===== src/rtl/mem_arb_pkg.sv =====
// Shared definitions for the instruction/data SRAM port arbiter.
package mem_arb_pkg;

  // Which requester owns the SRAM response arriving next cycle.
  typedef enum logic [1:0] {
    RESP_NONE = 2'd0,
    RESP_INST = 2'd1,
    RESP_DATA = 2'd2
  } resp_owner_e;

  // Default number of back-to-back data grants tolerated while fetch waits.
  localparam int STARVE_LIMIT_DEF = 4;

  // SRAM word width.
  localparam int DATA_W = 32;

endpackage


===== src/rtl/mem_port_arbiter.sv =====
// Arbitrates one single-port synchronous SRAM between the fetch stage
// (read-only) and the memory stage (read/write). Data has fixed priority;
// fetch is forced through after STARVE_LIMIT consecutive data grants.
// Responses come back one cycle after the grant and are steered using the
// registered owner of that grant.
module mem_port_arbiter
  import mem_arb_pkg::*;
#(
  parameter int STARVE_LIMIT = STARVE_LIMIT_DEF,
  parameter int AW           = 32
) (
  input  logic              clk,
  input  logic              resetn,
  // fetch port
  input  logic              inst_req,
  input  logic [AW-1:0]     inst_addr,
  output logic              inst_addr_ok,
  output logic              inst_data_ok,
  output logic [DATA_W-1:0] inst_rdata,
  // data port
  input  logic              data_req,
  input  logic              data_wr,
  input  logic [3:0]        data_wstrb,
  input  logic [AW-1:0]     data_addr,
  input  logic [DATA_W-1:0] data_wdata,
  output logic              data_addr_ok,
  output logic              data_data_ok,
  output logic [DATA_W-1:0] data_rdata,
  // SRAM port
  output logic              mem_en,
  output logic [3:0]        mem_we,
  output logic [AW-1:0]     mem_addr,
  output logic [DATA_W-1:0] mem_wdata,
  input  logic [DATA_W-1:0] mem_rdata
);

  localparam logic [3:0] LP_LIMIT = 4'(STARVE_LIMIT);

  resp_owner_e r_resp_owner;
  resp_owner_e w_resp_owner_nxt;
  logic [3:0]  r_starve_cnt;
  logic [3:0]  w_starve_cnt_nxt;

  logic w_force_inst;
  logic w_grant_data;
  logic w_grant_inst;

  // Grant decision: data first unless fetch has waited long enough.
  // Everything is gated by resetn so nothing is granted while in reset.
  assign w_force_inst = inst_req && (r_starve_cnt == LP_LIMIT);
  assign w_grant_data = resetn && data_req && !w_force_inst;
  assign w_grant_inst = resetn && inst_req && !w_grant_data;

  // Request mux: put the granted requester onto the SRAM port.
  always_comb begin
    inst_addr_ok = 1'b0;
    data_addr_ok = 1'b0;
    mem_en       = 1'b0;
    mem_we       = 4'b0000;
    mem_addr     = inst_addr;
    mem_wdata    = data_wdata;
    if (w_grant_data) begin
      data_addr_ok = 1'b1;
      mem_en       = 1'b1;
      mem_addr     = data_addr;
      mem_we       = data_wr ? data_wstrb : 4'b0000;
    end else if (w_grant_inst) begin
      inst_addr_ok = 1'b1;
      mem_en       = 1'b1;
      mem_addr     = inst_addr;
    end
  end

  // Next-state for the response owner and the fetch starvation counter.
  always_comb begin
    w_resp_owner_nxt = RESP_NONE;
    w_starve_cnt_nxt = r_starve_cnt;
    if (w_grant_data) begin
      w_resp_owner_nxt = RESP_DATA;
    end else if (w_grant_inst) begin
      w_resp_owner_nxt = RESP_INST;
    end
    if (w_grant_inst || !inst_req) begin
      w_starve_cnt_nxt = 4'd0;
    end else if (w_grant_data && (r_starve_cnt != LP_LIMIT)) begin
      w_starve_cnt_nxt = r_starve_cnt + 4'd1;
    end
  end

  // State registers; reset drops any response owed to a pre-reset grant.
  always_ff @(posedge clk) begin
    if (!resetn) begin
      r_resp_owner <= RESP_NONE;
      r_starve_cnt <= 4'd0;
    end else begin
      r_resp_owner <= w_resp_owner_nxt;
      r_starve_cnt <= w_starve_cnt_nxt;
    end
  end

  // Response steering from the registered owner only.
  assign inst_data_ok = resetn && (r_resp_owner == RESP_INST);
  assign data_data_ok = resetn && (r_resp_owner == RESP_DATA);
  assign inst_rdata   = mem_rdata;
  assign data_rdata   = mem_rdata;

endmodule


===== config.mk =====
export PLATFORM = sky130hd
export DESIGN_NAME = mem_port_arbiter
export DESIGN_NICKNAME = d
export VERILOG_FILES = /design/src/rtl/mem_arb_pkg.sv /design/src/rtl/mem_port_arbiter.sv
export SDC_FILE = /design/constraint.sdc
export NUM_CORES = 1
export LEC_CHECK = 0
export ABC_CLOCK_PERIOD_IN_PS = 1900
export CORE_AREA = 2 2 107 109
export DETAILED_ROUTE_END_ITERATION = 16
export DIE_AREA = 0 0 109 111
export DONT_BUFFER_PORTS = 1
export PLACE_DENSITY_LB_ADDON = 0.3
export SLEW_MARGIN = 20
export SYNTH_ARGS = -nofsm -noshare
export SYNTH_HDL_FRONTEND = slang
export SYNTH_SLANG_ARGS = --single-unit

===== constraint.sdc =====
create_clock -name clk -period 1.9 [get_ports clk]
set_input_delay 0.095 -clock clk [delete_from_list [all_inputs] [get_ports clk]]
set_output_delay 0.095 -clock clk [all_outputs]
set_load 0.03 [all_outputs]

==> run_results.csv, run 1 <==
group,metric,value,unit
final_layout,nets,217,
floorplan,fp.dieW,109,um
power_and_ir_drop,leakagePower,0.477,nW
timing,finalSetupTns,0,ps
timing,skew,3.77,ps
global_routing,grt_pass1_vias,585,
final_layout,area_growth,-17.2,%
drt,route.met2.wl,1410,um
min_path,hp-class,"in2reg",
timing,max_slew_margin,0.634,
global_routing,antenna_found_initial,0,
cts,cts_buffer_depth,2,
status,status,"complete, no violations",
drt,drc,0,
cts,cts_inserted_buffers,3,
timing,hold_slack,9.03,ps
cts,htree_levels,1,
drt,firstDrtPassIters,4,
power_and_ir_drop,switching_share,0.330,
critical_path,cp.arrival,1780,ps
cts,clkLatencyLatePin,230,ps
run,drv_cap,0,
critical_path,cp.required,1800,ps
critical_path,end_kind,"output pin",
timing,hold_violations,0,
drt,wire_per_inst,14.3,um
critical_path,r2r-start,"r_starve_cnt[1]$_SDFFE_PP0P_",
synthesis,ys_ff_latch,6,
critical_path,criticalPathCategory,"reg2out",
critical_path,cp-start-kind,"register",
drt,drtIter0Drc,26,
cts,clockRootBuffer,"clkbuf_16",
final_layout,drive_above_1_share,0.671,
power_and_ir_drop,vdd_drop_max,0.388,mV
synthesis,syn_inst,166,
power_and_ir_drop,pwr-share-clk,0.441,
drt,antenna_left,0,
final_layout,diodes,0,
timing,worstMarginPinSlew,548,ps
floorplan,fp.coreArea,11100,um2
drt,wl,3120,um
synthesis,yosysWarningCount,0,
floorplan,die-area,12100,um2
synthesis,yosysUniqueCellTypes,19,
critical_path,cp_slowest_cell,"mux2_4",
min_path,holdCritStartpoint,"data_req",
timing,fin_crit,1880,ps
cts,clkSinkCount,6,
timing,rsz0062_at_grt,"yes",
synthesis,ys_seq_area_frac,0.0848,
critical_path,crit_fanout,7,
min_path,hold_end,"r_resp_owner[1]$_SDFF_PN0_",
power_and_ir_drop,power_frac_seq,0.171,
critical_path,critical_path.cell_chain,"inv_2 -> ha_4 -> nand3b_1 -> o211a_4 -> clkbuf_16 -> mux2_4",
global_routing,grt_pass1_wl,3060,um
cts,clkTransAtPathRegs,40,ps
placement,io_buffers,0,
cts,tritoncts,"done",
drt,wl_met1,1240,um
synthesis,syn-num-nets,305,
power_and_ir_drop,power_density,660,nW/um2
power_and_ir_drop,combPwrFrac,0.388,
critical_path,rr_worst_depth,6,
drt,met3WireLength,390,um
synthesis,synth.avg_cell_area,8.53,um2
synthesis,synth_area,1420,um2
min_path,hold-path-cell-count,1,
timing,fin_crit_sh,0.988,
power_and_ir_drop,p_switching,0.000255,W
global_routing,grt.overflow.total,0,
global_routing,globalRouteTotalUtil,0.0348,
timing,setup_viol,0,
floorplan,die_y,111,um
floorplan,start_util,0.128,
timing,finalMaxSlewViolations,0,
critical_path,rrSetupSlack,580,ps
drt,top_layer,"met4",
cts,post-cts-setup-buffers,0,
floorplan,rows,39,
drt,vias_per_cell,3.01,
critical_path,r2r-end,"r_resp_owner[0]$_SDFF_PP0_",
drt,num_vias,660,
global_routing,grt_max_degree,30,
placement,gp_congestion,0.634,
power_and_ir_drop,power.internal,0.000519,W
critical_path,slowest_delay,360,ps
timing,max_freq,533,MHz
floorplan,io_pins,274,
[critical path, delay by kind of cell (launching register included)]
family / cells / cell delay [ps]
flops: 1 / 320
compound gates: 1 / 350
buf+inv: 2 / 260
fa+ha+maj: 1 / 130
mux: 1 / 360
simple gates: 1 / 130
[worst max-delay path by stage]
stage	cells after the start	slack (ps)	from	to
floorplan	7	250	r_starve_cnt[0]$_SDFFE_PP0P_	inst_addr_ok
global placement	6	210	r_starve_cnt[0]$_SDFFE_PP0P_	mem_addr[21]
detailed placement	6	180	r_starve_cnt[0]$_SDFFE_PP0P_	mem_addr[21]
CTS	6	-60	r_starve_cnt[0]$_SDFFE_PP0P_	mem_addr[9]
global route	6	-40	r_starve_cnt[0]$_SDFFE_PP0P_	mem_addr[24]
finish	6	20	r_starve_cnt[1]$_SDFFE_PP0P_	mem_addr[5]
[stage by stage]
step / worst slack, ps / utilization / power [W] / std cells / area (um2)
2_1_floorplan: 251 / - / 0.000734 / 166 / 1420
3_3_place_gp: 214 / 0.0792 / 0.000375 / 212 / 877
3_5_place_dp: 180 / 0.0792 / 0.000374 / 212 / 877
4_1_cts: -58.0 / 0.0877 / 0.000724 / 216 / 971
5_1_grt: -45.0 / 0.106 / 0.000805 / 219 / 1170
6_report: 23.7 / 0.106 / 0.000774 / 219 / 1170
[what timing repair did]
action,in CTS,in global routing
hold buffers,1,0
gates cloned,0,3
gates resized for setup,5,38
pin swaps,0,2
endpoints found under the hold margin,1,0
setup endpoints to repair,36,37
[synthesized netlist by cell type, drive strengths merged]
cell	n	area, um2
ha	2	25.0
o211a	2	20.0
nand3	1	5.00
nor2	7	26.3
nand4	1	6.26
dfxtp	6	120
buf	100	753
mux2	32	372
inv	4	15.0
xnor2	1	8.76
and3	4	25.0
xor2	1	8.76
and3b	1	8.76
nand3b	1	7.51
nand2	2	7.51
o21a	1	7.51
[registers in the layout, summed over array words and instances (netlist names)]
signal	count
r_resp_owner	2
r_starve_cnt	4
[power groups by stage]
stage / Clock [W] / Sequential (W) / Combinational (W)
5_1_grt: 0.000360 / 0.000133 / 0.000313
3_5_place_dp: 0 / 0.000134 / 0.000239
2_1_floorplan: 0 / 0.000134 / 0.000601
3_3_place_gp: 0 / 0.000134 / 0.000241
6_report: 0.000341 / 0.000133 / 0.000300
4_1_cts: 0.000348 / 0.000132 / 0.000244
[cell usage in the layout (no fill, tap or decap)]
cell / n
mux2_4: 32
nor2_1: 7
clkbuf_16: 5
and3_2: 4
dfxtp_1: 4
inv_2: 2
inv_1: 2
nand2_1: 2
buf_12: 2
dfxtp_2: 2
nand3b_1: 1
o211a_4: 1
and3b_1: 1
o21a_1: 1
nand4_1: 1
nand3_1: 1
xor2_1: 1
xnor2_1: 1
o211a_1: 1
ha_4: 1
ha_1: 1
buf_6: 1
dlygate4sd3_1: 1
buf_4: 1
[kinds of logic (layout without fill, tap and decap cells)]
family / after synthesis / count (layout) / synth area share
flops: 6 / 6 / 0.0848
compound gates: 3 / 3 / 0.0194
xor+xnor: 2 / 2 / 0.0124
buf+inv: 104 / 14 / 0.542
fa+ha+maj: 2 / 2 / 0.0177
mux: 32 / 32 / 0.262
simple gates: 17 / 17 / 0.0610
[layout make-up]
cell class	count	area (um2)
Fill cell	1243	9900
Timing Repair Buffer	7	119
Sequential cell	6	123
Inverter	4	15.0
Tap cell	143	179
Clock buffer	3	75.1
Multi-Input combinational cell	56	662
[routing by layer]
metal / global-route usage / vias up
met1: 0.0403 / 302
li1: - / 263
met3: 0.0159 / 14
met5: 0 / -
met2: 0.0484 / 81
met4: 0.0274 / 0
(Power assumes the default switching activity.)
==> inputs of run 2 (changes only) <==
--- a/config.mk
+++ b/config.mk
@@ -7,6 +7,7 @@
 export LEC_CHECK = 0
 export ABC_CLOCK_PERIOD_IN_PS = 1900
 export CORE_AREA = 2 2 107 109
+export CTS_BUF_LIST = sky130_fd_sc_hd__clkbuf_2 sky130_fd_sc_hd__clkbuf_4 sky130_fd_sc_hd__clkbuf_8
 export DETAILED_ROUTE_END_ITERATION = 16
 export DIE_AREA = 0 0 109 111
 export DONT_BUFFER_PORTS = 1
==> run_results.csv, run 2 (synthesized netlist as in run 1, its figures left out) <==
group,metric,value,unit
cts,tritoncts,"done",
final_layout,registers.top_by_ff_count,"r_starve_cnt",
global_routing,antenna_found_initial,0,
critical_path,rrSetupSlack,580,ps
timing,rsz0062_at_grt,"yes",
power_and_ir_drop,leakagePower,0.461,nW
min_path,hp-class,"in2reg",
drt,num_vias,660,
critical_path,criticalPathCategory,"reg2out",
drt,antenna_left,0,
drt,vias_per_cell,3.01,
placement,io_buffers,0,
final_layout,top_regs,"r_starve_cnt x4, r_resp_owner x2",
drt,firstDrtPassIters,4,
min_path,holdCritStartpoint,"data_req",
floorplan,io_pins,274,
timing,max_freq,534,MHz
cts,post-cts-setup-buffers,0,
final_layout,largest_register_ffs,4,
critical_path,startpoint,"r_starve_cnt[1]$_SDFFE_PP0P_",
floorplan,rows,39,
final_layout,final_util,0.103,
timing,skew,4.75,ps
global_routing,grt.overflow.total,0,
floorplan,start_util,0.128,
critical_path,cp.required,1800,ps
global_routing,globalRouteTotalUtil,0.0346,
timing,setup_viol,0,
drt,wire_per_inst,14.3,um
critical_path,end_kind,"output pin",
global_routing,grt_pass1_vias,581,
timing,finalMaxSlewViolations,0,
final_layout,layout_commonest_cell,"mux2_4",
min_path,hold_end,"r_resp_owner[1]$_SDFF_PN0_",
cts,clkTransAtPathRegs,40,ps
critical_path,cp-start-kind,"register",
global_routing,grt_max_degree,30,
min_path,hold-path-cell-count,1,
cts,cts_inserted_buffers,3,
drt,drtIter0Drc,31,
critical_path,crit_fanout,7,
critical_path,r2r-end,"r_resp_owner[0]$_SDFF_PP0_",
final_layout,most-common-layout-cells,"mux2_4 (32), nor2_1 (7), and3_2 (4), dfxtp_1 (4), clkbuf_8 (3)",
final_layout,area_growth,-19.6,%
cts,clockRootBuffer,"clkbuf_8",
critical_path,rr_worst_depth,6,
floorplan,die-area,12100,um2
final_layout,fillers,1249,
floorplan,die_y,111,um
final_layout,diodes,0,
critical_path,cp.arrival,1780,ps
timing,worstMarginPinSlew,548,ps
critical_path,r2r-start,"r_starve_cnt[1]$_SDFFE_PP0P_",
cts,clkSinkCount,6,
cts,clkLatencyLatePin,220,ps
floorplan,fp.dieW,109,um
status,status,"complete, no violations",
power_and_ir_drop,power_density,548,nW/um2
timing,fin_crit,1870,ps
timing,max_slew_margin,0.634,
global_routing,grt_pass1_wl,3040,um
cts,cts_buffer_depth,2,
cts,htree_levels,1,
drt,drc,0,
placement,gp_congestion,0.634,
floorplan,fp.coreArea,11100,um2
drt,wl,3130,um
run,drv_cap,0,
timing,hold_violations,0,
final_layout,stdcell_area,1140,um2
timing,fin_crit_sh,0.985,
placement,dpl_cell_area,877,um2
final_layout,drive_above_1_share,0.671,
final_layout,nets,217,
power_and_ir_drop,vdd_drop_max,0.226,mV
[run 2: worst max-delay path by stage]
stage | to | slack, ps
5_1_grt | mem_addr[24] | -50
6_report | mem_addr[5] | 30
4_1_cts | mem_addr[9] | -60
3_3_place_gp | mem_addr[21] | 210
2_1_floorplan | inst_addr_ok | 250
3_5_place_dp | mem_addr[21] | 180
[run 2: cell type report]
type,count,area (um2),area share
multi-input combinational,56,662,0.581
tap,143,179,0.157
sequential,6,123,0.108
timing repair buffer,7,119,0.104
clock buffer,3,41.3,0.0363
inverter,4,15.0,0.0132
[run 2: routing by layer]
layer	GRT usage	up-vias	wire length [um]
li1	-	262	-
met1	0.0406	302	1250
met2	0.0476	82	1400
met3	0.0159	14	388
met4	0.0274	0	89
met5	0	-	0
[run 2: timing repair]
item / in CTS / in global routing
resized for setup: 5 / 38
endpoints found under the setup margin: 36 / 37
pin swaps: 0 / 2
hold buffers: 1 / 0
gates cloned: 0 / 3
endpoints found under the hold margin: 1 / 0
[run 2: worst max-delay path, stage by stage, from the launching register on]
cell	delay (ps)
dfxtp_2	320
inv_2	70
ha_4	130
nand3b_1	130
o211a_4	350
clkbuf_16	190
mux2_4	360
[run 2: where the power goes]
group	leakage (nW)	total [W]	switching [W]	internal, W
logic	0.390	0.000300	0.000182	0.000118
clock network	0.0216	0.000191	0.0000553	0.000136
registers	0.0499	0.000132	0.00000217	0.000130
[run 2: metrics by stage]
stage	hold slack [ps]	worst slack [ps]	power (W)	setup TNS [ps]	cells
4_1_cts	8.54	-57.8	0.000577	-1480	216
6_report	14.4	27.9	0.000624	0	219
5_1_grt	15.4	-45.4	0.000659	-849	219
3_5_place_dp	190	180	0.000374	0	212
3_3_place_gp	190	214	0.000375	0	212
2_1_floorplan	228	251	0.000734	0	166
